## config.mk

```make
export PLATFORM = sky130hd
export DESIGN_NAME = aes_stream_ctrl_flat
export DESIGN_NICKNAME = d
export VERILOG_FILES = /design/src/rtl/aes_stream_ctrl_if.sv /design/src/rtl/aes_stream_ctrl.sv /design/src/flat_wrapper.sv
export SDC_FILE = /design/constraint.sdc
export NUM_CORES = 2
export LEC_CHECK = 0
export CORE_UTILIZATION = 51
export DETAILED_ROUTE_END_ITERATION = 16
export PLACE_DENSITY = 0.83
export SETUP_SLACK_MARGIN = 0.1
export SYNTH_ARGS = -nofsm -noshare
export SYNTH_HDL_FRONTEND = slang
export SYNTH_SLANG_ARGS = --single-unit
export TNS_END_PERCENT = 1
```

## constraint.sdc

```tcl
create_clock -name clk -period 2.85 [get_ports clk]
set_input_delay 0.57 -clock clk [delete_from_list [all_inputs] [get_ports clk]]
set_output_delay 0.57 -clock clk [all_outputs]
set_load 0.005 [all_outputs]
```

## src/rtl/aes_stream_ctrl_if.sv

```systemverilog
// Stream bundle for the AES stream controller: one input stream (command,
// key, IV and data beats) and one output stream (processed blocks).
interface aes_stream_ctrl_if #(
  parameter int BLK_W = 128
);
  logic [BLK_W-1:0] s_tdata;
  logic             s_tvalid;
  logic             s_tready;
  logic             s_tlast;
  logic [BLK_W-1:0] m_tdata;
  logic             m_tvalid;
  logic             m_tready;
  logic             m_tlast;

  // Controller side: consumes s_*, produces m_*.
  modport slave (
    input  s_tdata, s_tvalid, s_tlast, m_tready,
    output s_tready, m_tdata, m_tvalid, m_tlast
  );

  // Source/sink side: produces s_*, consumes m_*.
  modport master (
    output s_tdata, s_tvalid, s_tlast, m_tready,
    input  s_tready, m_tdata, m_tvalid, m_tlast
  );
endinterface

```

## src/rtl/aes_stream_ctrl.sv

```systemverilog
// AES stream controller: decodes a command beat, loads key/IV, sequences an
// external AES core through ECB/CBC/CTR block processing and keeps per-context
// IV/counter state across packets.
module aes_stream_ctrl #(
  parameter int BLK_W   = 128,
  parameter int NUM_CTX = 4,
  parameter int CTR_W   = 32
) (
  input  logic                 clk,
  input  logic                 reset,
  aes_stream_ctrl_if.slave     axis,
  output logic                 core_start,
  output logic [1:0]           core_op,
  output logic                 core_key256,
  output logic [2*BLK_W-1:0]   core_key,
  output logic [BLK_W-1:0]     core_in,
  input  logic [BLK_W-1:0]     core_out,
  input  logic                 core_done,
  output logic                 err_cmd
);

  localparam int CTX_W = (NUM_CTX > 1) ? $clog2(NUM_CTX) : 1;

  localparam logic [1:0] MODE_ECB = 2'b00;
  localparam logic [1:0] MODE_CBC = 2'b01;
  localparam logic [1:0] MODE_CTR = 2'b10;
  localparam logic [1:0] MODE_BAD = 2'b11;

  localparam logic [1:0] OP_KEYEXP = 2'b01;
  localparam logic [1:0] OP_ENC    = 2'b10;
  localparam logic [1:0] OP_DEC    = 2'b11;

  typedef enum logic [3:0] {
    CMD      = 4'd0,
    KEY_LO   = 4'd1,
    KEY_HI   = 4'd2,
    KEYEXP   = 4'd3,
    IV       = 4'd4,
    BLK_IN   = 4'd5,
    BLK_WAIT = 4'd6,
    BLK_OUT  = 4'd7,
    DRAIN    = 4'd8
  } state_t;

  state_t             state;
  logic [1:0]         mode_r;
  logic               dec_r;
  logic               k256_r;
  logic               liv_r;
  logic               cmd_last_r;
  logic [CTX_W-1:0]   ctx_r;
  logic [BLK_W-1:0]   key_lo_r;
  logic [BLK_W-1:0]   blk_r;
  logic               blk_last_r;
  logic [BLK_W-1:0]   ctx_iv [NUM_CTX];

  logic               s_hs;
  logic               abort;
  logic [1:0]         cmd_mode;
  logic [CTX_W-1:0]   cmd_ctx;
  logic [BLK_W-1:0]   cur_iv;

  // Counter increment confined to the low CTR_W bits; upper IV bits are a nonce.
  function automatic logic [BLK_W-1:0] ctr_inc(input logic [BLK_W-1:0] v);
    logic [BLK_W-1:0] r;
    r = v;
    r[CTR_W-1:0] = v[CTR_W-1:0] + CTR_W'(1'b1);
    return r;
  endfunction

  assign s_hs     = axis.s_tvalid & axis.s_tready;
  // A load beat carrying tlast ends a data packet early; a control-only
  // packet (tlast already on the command) legitimately ends after its loads.
  assign abort    = axis.s_tlast & ~cmd_last_r;
  assign cmd_mode = axis.s_tdata[1:0];
  assign cmd_ctx  = axis.s_tdata[6 +: CTX_W];
  assign cur_iv   = ctx_iv[ctx_r];

  // Packet sequencer: state, stream handshakes, core control and context update.
  always_ff @(posedge clk or negedge reset) begin
    if (!reset) begin
      state         <= CMD;
      axis.s_tready <= 1'b0;
      axis.m_tvalid <= 1'b0;
      axis.m_tlast  <= 1'b0;
      axis.m_tdata  <= '0;
      core_start    <= 1'b0;
      core_op       <= 2'b00;
      core_key256   <= 1'b0;
      core_key      <= '0;
      core_in       <= '0;
      err_cmd       <= 1'b0;
      mode_r        <= 2'b00;
      dec_r         <= 1'b0;
      k256_r        <= 1'b0;
      liv_r         <= 1'b0;
      cmd_last_r    <= 1'b0;
      ctx_r         <= '0;
      key_lo_r      <= '0;
      blk_r         <= '0;
      blk_last_r    <= 1'b0;
      for (int i = 0; i < NUM_CTX; i++) begin
        ctx_iv[i] <= '0;
      end
    end else begin
      core_start <= 1'b0;
      err_cmd    <= 1'b0;
      case (state)
        CMD: begin
          axis.s_tready <= 1'b1;
          if (s_hs) begin
            if (cmd_mode == MODE_BAD) begin
              err_cmd <= 1'b1;
              state   <= axis.s_tlast ? CMD : DRAIN;
            end else begin
              mode_r     <= cmd_mode;
              dec_r      <= axis.s_tdata[2];
              k256_r     <= axis.s_tdata[3];
              liv_r      <= axis.s_tdata[5];
              ctx_r      <= cmd_ctx;
              cmd_last_r <= axis.s_tlast;
              if (axis.s_tdata[4])      state <= KEY_LO;
              else if (axis.s_tdata[5]) state <= IV;
              else if (axis.s_tlast)    state <= CMD;
              else                      state <= BLK_IN;
            end
          end
        end
        KEY_LO: begin
          if (s_hs) begin
            if (abort) begin
              state <= CMD;
            end else if (k256_r) begin
              key_lo_r <= axis.s_tdata;
              state    <= KEY_HI;
            end else begin
              core_key      <= {{BLK_W{1'b0}}, axis.s_tdata};
              core_key256   <= 1'b0;
              core_start    <= 1'b1;
              core_op       <= OP_KEYEXP;
              axis.s_tready <= 1'b0;
              state         <= KEYEXP;
            end
          end
        end
        KEY_HI: begin
          if (s_hs) begin
            if (abort) begin
              state <= CMD;
            end else begin
              core_key      <= {axis.s_tdata, key_lo_r};
              core_key256   <= 1'b1;
              core_start    <= 1'b1;
              core_op       <= OP_KEYEXP;
              axis.s_tready <= 1'b0;
              state         <= KEYEXP;
            end
          end
        end
        KEYEXP: begin
          if (core_done) begin
            axis.s_tready <= 1'b1;
            if (liv_r)           state <= IV;
            else if (cmd_last_r) state <= CMD;
            else                 state <= BLK_IN;
          end
        end
        IV: begin
          if (s_hs) begin
            if (abort) begin
              state <= CMD;
            end else begin
              ctx_iv[ctx_r] <= axis.s_tdata;
              state         <= cmd_last_r ? CMD : BLK_IN;
            end
          end
        end
        BLK_IN: begin
          if (s_hs) begin
            blk_r         <= axis.s_tdata;
            blk_last_r    <= axis.s_tlast;
            core_start    <= 1'b1;
            axis.s_tready <= 1'b0;
            state         <= BLK_WAIT;
            case (mode_r)
              MODE_CBC: begin
                core_in <= dec_r ? axis.s_tdata : (axis.s_tdata ^ cur_iv);
                core_op <= dec_r ? OP_DEC : OP_ENC;
              end
              MODE_CTR: begin
                core_in <= cur_iv;
                core_op <= OP_ENC;
              end
              default: begin
                core_in <= axis.s_tdata;
                core_op <= dec_r ? OP_DEC : OP_ENC;
              end
            endcase
          end
        end
        BLK_WAIT: begin
          if (core_done) begin
            axis.m_tvalid <= 1'b1;
            axis.m_tlast  <= blk_last_r;
            state         <= BLK_OUT;
            case (mode_r)
              MODE_CBC: begin
                axis.m_tdata  <= dec_r ? (core_out ^ cur_iv) : core_out;
                ctx_iv[ctx_r] <= dec_r ? blk_r : core_out;
              end
              MODE_CTR: begin
                axis.m_tdata  <= core_out ^ blk_r;
                ctx_iv[ctx_r] <= ctr_inc(cur_iv);
              end
              default: begin
                axis.m_tdata  <= core_out;
              end
            endcase
          end
        end
        BLK_OUT: begin
          if (axis.m_tready) begin
            axis.m_tvalid <= 1'b0;
            axis.s_tready <= 1'b1;
            state         <= axis.m_tlast ? CMD : BLK_IN;
          end
        end
        DRAIN: begin
          axis.s_tready <= 1'b1;
          if (s_hs && axis.s_tlast) begin
            state <= CMD;
          end
        end
        default: begin
          axis.m_tvalid <= 1'b0;
          axis.s_tready <= 1'b1;
          state         <= CMD;
        end
      endcase
    end
  end

endmodule

```

## src/flat_wrapper.sv

```systemverilog
// flat-port wrapper written by rule: the top's interface ports become plain ports
module aes_stream_ctrl_flat 
#(
  parameter int BLK_W   = 128,
  parameter int NUM_CTX = 4,
  parameter int CTR_W   = 32
)
  (clk, reset, core_start, core_op, core_key256, core_key, core_in, core_out, core_done, err_cmd, axis_s_tdata, axis_s_tvalid, axis_s_tlast, axis_m_tready, axis_s_tready, axis_m_tdata, axis_m_tvalid, axis_m_tlast);
  aes_stream_ctrl_if #(.BLK_W(BLK_W)) axis_i ();
  input  logic clk;
  input  logic reset;
  output logic core_start;
  output logic [1:0] core_op;
  output logic core_key256;
  output logic [2*BLK_W-1:0] core_key;
  output logic [BLK_W-1:0] core_in;
  input  logic [BLK_W-1:0] core_out;
  input  logic core_done;
  output logic err_cmd;
  input wire logic [$bits(axis_i.s_tdata)-1:0] axis_s_tdata;
  input wire logic [$bits(axis_i.s_tvalid)-1:0] axis_s_tvalid;
  input wire logic [$bits(axis_i.s_tlast)-1:0] axis_s_tlast;
  input wire logic [$bits(axis_i.m_tready)-1:0] axis_m_tready;
  output wire logic [$bits(axis_i.s_tready)-1:0] axis_s_tready;
  output wire logic [$bits(axis_i.m_tdata)-1:0] axis_m_tdata;
  output wire logic [$bits(axis_i.m_tvalid)-1:0] axis_m_tvalid;
  output wire logic [$bits(axis_i.m_tlast)-1:0] axis_m_tlast;
  assign axis_i.s_tdata = axis_s_tdata;
  assign axis_i.s_tvalid = axis_s_tvalid;
  assign axis_i.s_tlast = axis_s_tlast;
  assign axis_i.m_tready = axis_m_tready;
  assign axis_s_tready = axis_i.s_tready;
  assign axis_m_tdata = axis_i.m_tdata;
  assign axis_m_tvalid = axis_i.m_tvalid;
  assign axis_m_tlast = axis_i.m_tlast;
  aes_stream_ctrl #(.BLK_W(BLK_W), .NUM_CTX(NUM_CTX), .CTR_W(CTR_W)) u_core (.clk(clk), .reset(reset), .axis(axis_i), .core_start(core_start), .core_op(core_op), .core_key256(core_key256), .core_key(core_key), .core_in(core_in), .core_out(core_out), .core_done(core_done), .err_cmd(err_cmd));
endmodule
```

=== Word-level counts from Yosys, hierarchy flattened ===
Index checks and enable logic that the tools add are counted.

* Register bits: 1301
* Logic and storage cells: 160
* Output and inout port bits: 520

* Bitwise gates (word level): 11
* $lt $le $gt $ge: 2
* Equal/unequal tests: 25
* Reductions and logical operators: 18
* Mux-type cells: 79
* Add/sub/neg operators: 1

{| class="wikitable"
|+ Operators with widths
! cell !! number
|-
| $pmux W512 S2 || 2
|-
| $bwmux W512 || 3
|-
| $mux W512 || 3
|-
| $mux W256 || 5
|-
| $mux W128 || 6
|-
| $pmux W128 S2 || 2
|-
| $pmux W256 S2 || 1
|-
| $xor A128 B128 Y128 || 3
|-
| $bmux W128 S2 || 1
|-
| $demux W128 S2 || 1
|-
| $mux W4 || 15
|-
| $pmux W4 S9 || 1
|-
| $add A32 B1 Y32 const B || 1
|-
| $mux W1 || 22
|-
| $reduce_and A9 Y1 || 2
|-
| $eq A4 B3 Y1 const B || 4
|-
| $mux W2 || 8
|-
| $ne A2 B2 Y1 const B || 7
|-
| $mux W3 || 4
|-
| $ne A2 B1 Y1 const B || 6
|-
| $eq A4 B2 Y1 const B || 2
|-
| $reduce_and A7 Y1 || 1
|-
| $reduce_or A7 Y1 || 1
|-
| $pmux W1 S3 || 2
|-
| 23 further kinds || 33
|}

=== Logic depth before layout (Yosys ltp) ===
* Depth in word-level cells: 9
* Mapped depth: 11
* Depth with buffers taken out: 8

=== Least setup slack after synthesis ===
OpenSTA, ideal clock, no wires.

* Kind: reg2reg
* Start point: register u_core.ctx_r[1]
* End point: register u_core.ctx_iv[268] (netlist name)
* Arrival: 2691 ps
* Library setup time: 125 ps
* Path slack: 34 ps
* Cell stages (with the launch flop): 9
* Period minus slack after synthesis: 2816 ps
* Required time: 2725 ps
* Cell sequence: dfrtp_1 > buf_4 > buf_4 > buf_2 > buf_1 > buf_2 > nor4b_1 > clkbuf_1 > mux2_2

* Cells in the longest elaborated chain, start to end: 9
* Elaborated cells on any way between the ends: 18
* Classes of those cells: 1 x add/sub; 2 x order compare; 13 x mux; 1 x bitwise; 1 x reduce/logical

{| class="wikitable"
|+ Ends and longest elaborated chain
! item !! RTL line !! RTL
|-
| start, declared || aes_stream_ctrl.sv:51 || <nowiki>logic [CTX_W-1:0] ctx_r;</nowiki>
|-
| start signal, assigned || aes_stream_ctrl.sv:120 || <nowiki>ctx_r <= cmd_ctx;</nowiki>
|-
| $not A2 Y3 (*) || n/a ||
|-
| $bmux W128 S2 (tied with other cells) || aes_stream_ctrl.sv:77 || <nowiki>assign cur_iv = ctx_iv[ctx_r];</nowiki>
|-
| $mux W128 (not written as such) or $logic_and A1 B1 Y1 (tied branches) || n/a ||
|-
| $mux W128, on equally long branches || n/a ||
|-
| $add A32 B1 Y32 or $demux W128 S2 (tied branches) || n/a ||
|-
| $bwmux W512, on equally long branches || aes_stream_ctrl.sv:213, aes_stream_ctrl.sv:173, aes_stream_ctrl.sv:209 ||
|-
| $pmux W512 S2 or $mux W512 (tied branches) || aes_stream_ctrl.sv:206, aes_stream_ctrl.sv:170 ||
|-
| $mux W512, on equally long branches || aes_stream_ctrl.sv:202, aes_stream_ctrl.sv:169 ||
|-
| $pmux W512 S2 (*) || aes_stream_ctrl.sv:108 || <nowiki>case (state)</nowiki>
|-
| end signal, assigned by index || aes_stream_ctrl.sv:173 || <nowiki>ctx_iv[ctx_r] <= axis.s_tdata;</nowiki>
|-
| end signal, assigned by index || aes_stream_ctrl.sv:209 || <nowiki>ctx_iv[ctx_r] <= dec_r ? blk_r : core_out;</nowiki>
|-
| end signal, assigned by index || aes_stream_ctrl.sv:213 || <nowiki>ctx_iv[ctx_r] <= ctr_inc(cur_iv);</nowiki>
|-
| end, declared || aes_stream_ctrl.sv:55 || <nowiki>logic [BLK_W-1:0] ctx_iv [NUM_CTX];</nowiki>
|}

Mark *: on every way between the ends. The rest lies on a longest branch, timed or not. The select of a mux whose other input is x is not followed.
A chain may end at the register's enable or synchronous reset.

=== Worst setup path after layout ===
* Start point: register u_core.ctx_r[0]
* End point: register u_core.ctx_iv[148] (netlist name)

The elaborated chain is that of the path after synthesis.

==> reports/results.tsv <==
stage	metric	value	unit
route	Routed Antenna Nets	0	
logic_synthesis	Post-Synthesis Cells	6741	
clock_network	cts bufs inserted	140	
power	Flop pwr share	0.337	
global_route	initial antenna violation count	27	
global_route	vias in the first global route	57500	
logic_synthesis	syn avg cell area	9.52	um2
route	drt first pass iters	8	
cells_and_area	final instance area	80700	um2
placed_design	gpl congestion	0.913	
logic_synthesis	YS warnings	0	
timing	final setup TNS	-0.358	ns
route	Iter 0 DRT Violations	6827	
worst_setup_path	Worst setup EP type	register	
logic_synthesis	Cell Area, Synth	64200	um2
cells_and_area	multi-input gate area in the final layout	29800	um2
route	routed vias	57800	
placed_design	port bufs	781	
worst_setup_path	R2R cell count	8	
clock_network	htree depth	4	
route	drt total wl	222	mm
power	Comb power frac	0.464	
logic_synthesis	Netlist cell types	69	
worst_hold_path	Min-Delay Path Class	reg2reg	
floorplan	Die Span Y	357	um
power	Leakage	35.5	nW
timing	Final Slew Violations	0	
status	failing checks	setup timing	
route	drt drc	0	
power	Power Density	1150	nW/um2
floorplan	die area	127000	um2
worst_hold_path	Hold Path Depth	1	
timing	Fin. Hold Viols	0	
clock_network	CTS tree	built	
worst_setup_path	worst reg2reg startpoint	u_core.ctx_r[0]	
cells_and_area	share of cells above drive strength 1	0.122	
power	total power	92.6	mW
floorplan	I/O pin count	782	
worst_setup_path	CP Data Arrival Time	3.55	ns
clock_network	Clock Latency Late Sink	0.76	ns
cells_and_area	filler instances	9262	
clock_network	clk buf depth	3	
worst_setup_path	WS Path Type	reg2reg	
global_route	first-pass GRT wire length	337	mm
worst_setup_path	flop2flop setup slack	-0.05	ns
route	post-DR vias/cell	6.29	
logic_synthesis	Synth Flop Type	dfrtp_1	
power	Sw Ratio	0.398	
floorplan	Core Area	124000	um2
cells_and_area	area delta synth->final	25.7	%
worst_setup_path	Startpoint Class	register	
floorplan	die width	357	um
global_route	Overflow after GRT	0	
timing	final setup vio count	14	
power	P_sw	36.8	mW
power	Worst VDD drop	0.000888	V
timing	Worst-Margin Slew	0.959	ns
timing	RSZ-0062 raised after global routing	yes	
run	total of max-cap violations	0	
logic_synthesis	Yosys reg bits	1301	
worst_setup_path	Worst Path Required	3.50	ns
timing	relative slew slack	0.360	
clock_network	CTS Root Cell	clkbuf_16	
logic_synthesis	syn_nets	7006	
worst_setup_path	CP max FO	8	
worst_hold_path	HP Start	u_core.core_in[67]	
floorplan	Rows	129	
logic_synthesis	sequential element share of the synthesized area	0.507	
clock_network	clk sink count	1301	
timing	final worst slack	-0.0542	ns
timing	Final Skew	0.0355	ns
logic_synthesis	EDFF count, synth	0	
placed_design	placed inst area	75700	um2
global_route	GRT Total Usage	0.341	
clock_network	clk slew on worst S/H paths	0.06	ns
floorplan	initial core utilization	0.517	
cells_and_area	Sequential Area	32600	um2
timing	Tmin final	2.90	ns
placed_design	Post-DP HPWL	147	mm
cells_and_area	fin nets	7690	
power	Pint	55.8	mW
logic_synthesis	ys async rst share	1.00	
global_route	pin count of the biggest net entering global routing	139	
route	routed len/inst	24.1	um
status	status	finished, violations left	
timing	fmax	344	MHz
worst_hold_path	WHS Endpoint	u_core.core_in[67]	
power	power share of the clock group	0.199	
worst_setup_path	Worst R2R End	u_core.ctx_iv[148]	
cells_and_area	fin util	0.649	
timing	final worst-path cycle share	1.02	
-- per-layer routing --
metal  vias up  wire length (um)  global-route usage
li1      24900                 -                   -
met1     28500             82700               0.424
met2      3542            103000               0.533
met3       813             23300              0.0930
met4         6             13000               0.203
met5         -                38                   0
-- area by class of cell --
cell class / count / area share
clock buffers: 207 / 0.0517
repair buffers: 1109 / 0.143
multi-input cells: 4856 / 0.369
inverters: 17 / 0.00110
diodes: 23 / 0.000713
clock inverters: 44 / 0.00530
well taps: 1637 / 0.0254
flip-flops and latches: 1301 / 0.404
-- Yosys cell counts, drive strengths merged (8+ instances only) --
master	number	area, um2
nand2	1659	6230
dfrtp	1301	32600
o21ai	1082	5420
clkbuf	489	1840
mux2i	313	3130
a21oi	298	1490
nor2	197	739
mux2	178	2000
mux4	127	2860
nand3	123	616
o31ai	110	826
xnor2	104	911
xor2	102	893
a221oi	98	858
a21o	87	653
buf	78	360
nor3	53	265
a211oi	43	323
o21a	41	308
a22oi	33	248
a31oi	32	200
o221ai	32	280
and3	31	194
inv	17	63.8
nor2b	12	75.1
nand4	10	77.6
nor4	9	71.3
and2	8	50.1
-- timing repair --
action                                  in CTS  in global routing
gates resized for setup                     25                 52
hold buffers                                 1                  0
buffers inserted                             4                  0
endpoints found under the setup margin     126                358
hold endpoints to repair                    57                  0
pin swaps                                   18                 17
-- cells in the final DEF (no fill, tap or decap), drive strengths merged, types with 6 or more instances in the layout --
cell type      synthesis  layout
bufinv                 0       6
dfrtp               1301    1301
nor2b                 12      12
nand4                 10      10
and4                   7       7
clkinv                 0      29
nor4                   9       9
diode                  0      23
o21a                  41      41
or3                    7       7
a221oi                98      98
nand3                123     123
mux4                 127     127
inv                   17      24
mux2i                313     313
mux2                 178     178
clkbuf               489     207
a21o                  87      87
a21oi                298     298
o21ai               1082    1082
clkdlybuf4s50          0     780
and3                  31      31
buf                   78     328
nor3                  53      53
a22oi                 33      33
nor2                 197     197
a31oi                 32      32
xor2                 102     102
o211ai                 6       6
xnor2                104     104
o221ai                32      32
nand2               1659    1659
o31ai                110     110
and2                   8       8
a211oi                43      43
-- metrics by stage --
step	hold slack [ns]	worst slack (ns)	instances
3_3_place_gp	0.455	-0.0547	8915
6_report	0.474	-0.0542	9194
4_1_cts	0.448	-0.0284	9171
2_1_floorplan	0.274	0.0795	6741
5_1_grt	0.487	-0.109	9193
3_5_place_dp	0.464	-0.0938	8915
-- power by group through the flow --
stage	sequential (mW)	clock, mW	combinational (mW)
global route	31.9	19.2	46.1
CTS	31.0	18.5	42.0
global placement	30.7	0	40.1
finish	31.3	18.4	43.0
detailed placement	31.2	0	41.5
floorplan	30.1	0	23.4
-- flip-flops by register name, summed over array words and instances, names as in the netlist, 2 cells and up --
signal,cells
u_core.ctx_iv,512
u_core.core_key,256
u_core.axis.m_tdata,128
u_core.blk_r,128
u_core.core_in,128
u_core.key_lo_r,128
u_core.state,4
u_core.core_op,2
u_core.ctx_r,2
u_core.mode_r,2
-- how the worst max path moves through the flow --
stage                                    end       startpoint  slack (ns)  cells after the start
after detailed placement  u_core.ctx_iv[278]  u_core.ctx_r[0]       -0.09                      8
after CTS                  u_core.ctx_iv[20]  u_core.ctx_r[0]       -0.03                      8
after global routing       u_core.ctx_iv[22]  u_core.ctx_r[0]       -0.11                      9
final                     u_core.ctx_iv[148]  u_core.ctx_r[0]       -0.05                      8
after global placement     u_core.ctx_iv[20]  u_core.ctx_r[0]       -0.05                      7
after floorplan           u_core.ctx_iv[142]  u_core.ctx_r[1]        0.08                     11
-- kinds of logic (layout without fill, tap and decap cells) --
logic type | count (synthesis) | count (layout) | synth area share
XOR/XNOR | 206 | 206 | 0.0281
flip-flops | 1301 | 1301 | 0.507
buffers and inverters | 584 | 1377 | 0.0352
multiplexers | 618 | 618 | 0.125
other | 0 | 23 | 0
AO/OA/AOI/OAI | 1893 | 1893 | 0.171
adder cells (fa/ha/maj) | 3 | 3 | 0.000585
AND/OR/NAND/NOR | 2136 | 2136 | 0.134
-- critical path, stage by stage (launching register included) --
cell	delay, ns
dfrtp_4	0.49
buf_8	0.15
mux4_2	0.34
nand4_1	0.13
buf_4	0.18
or4_4	0.63
or3_1	0.38
a311o_1	0.38
a31oi_1	0.16
(Power assumes the default switching activity.)
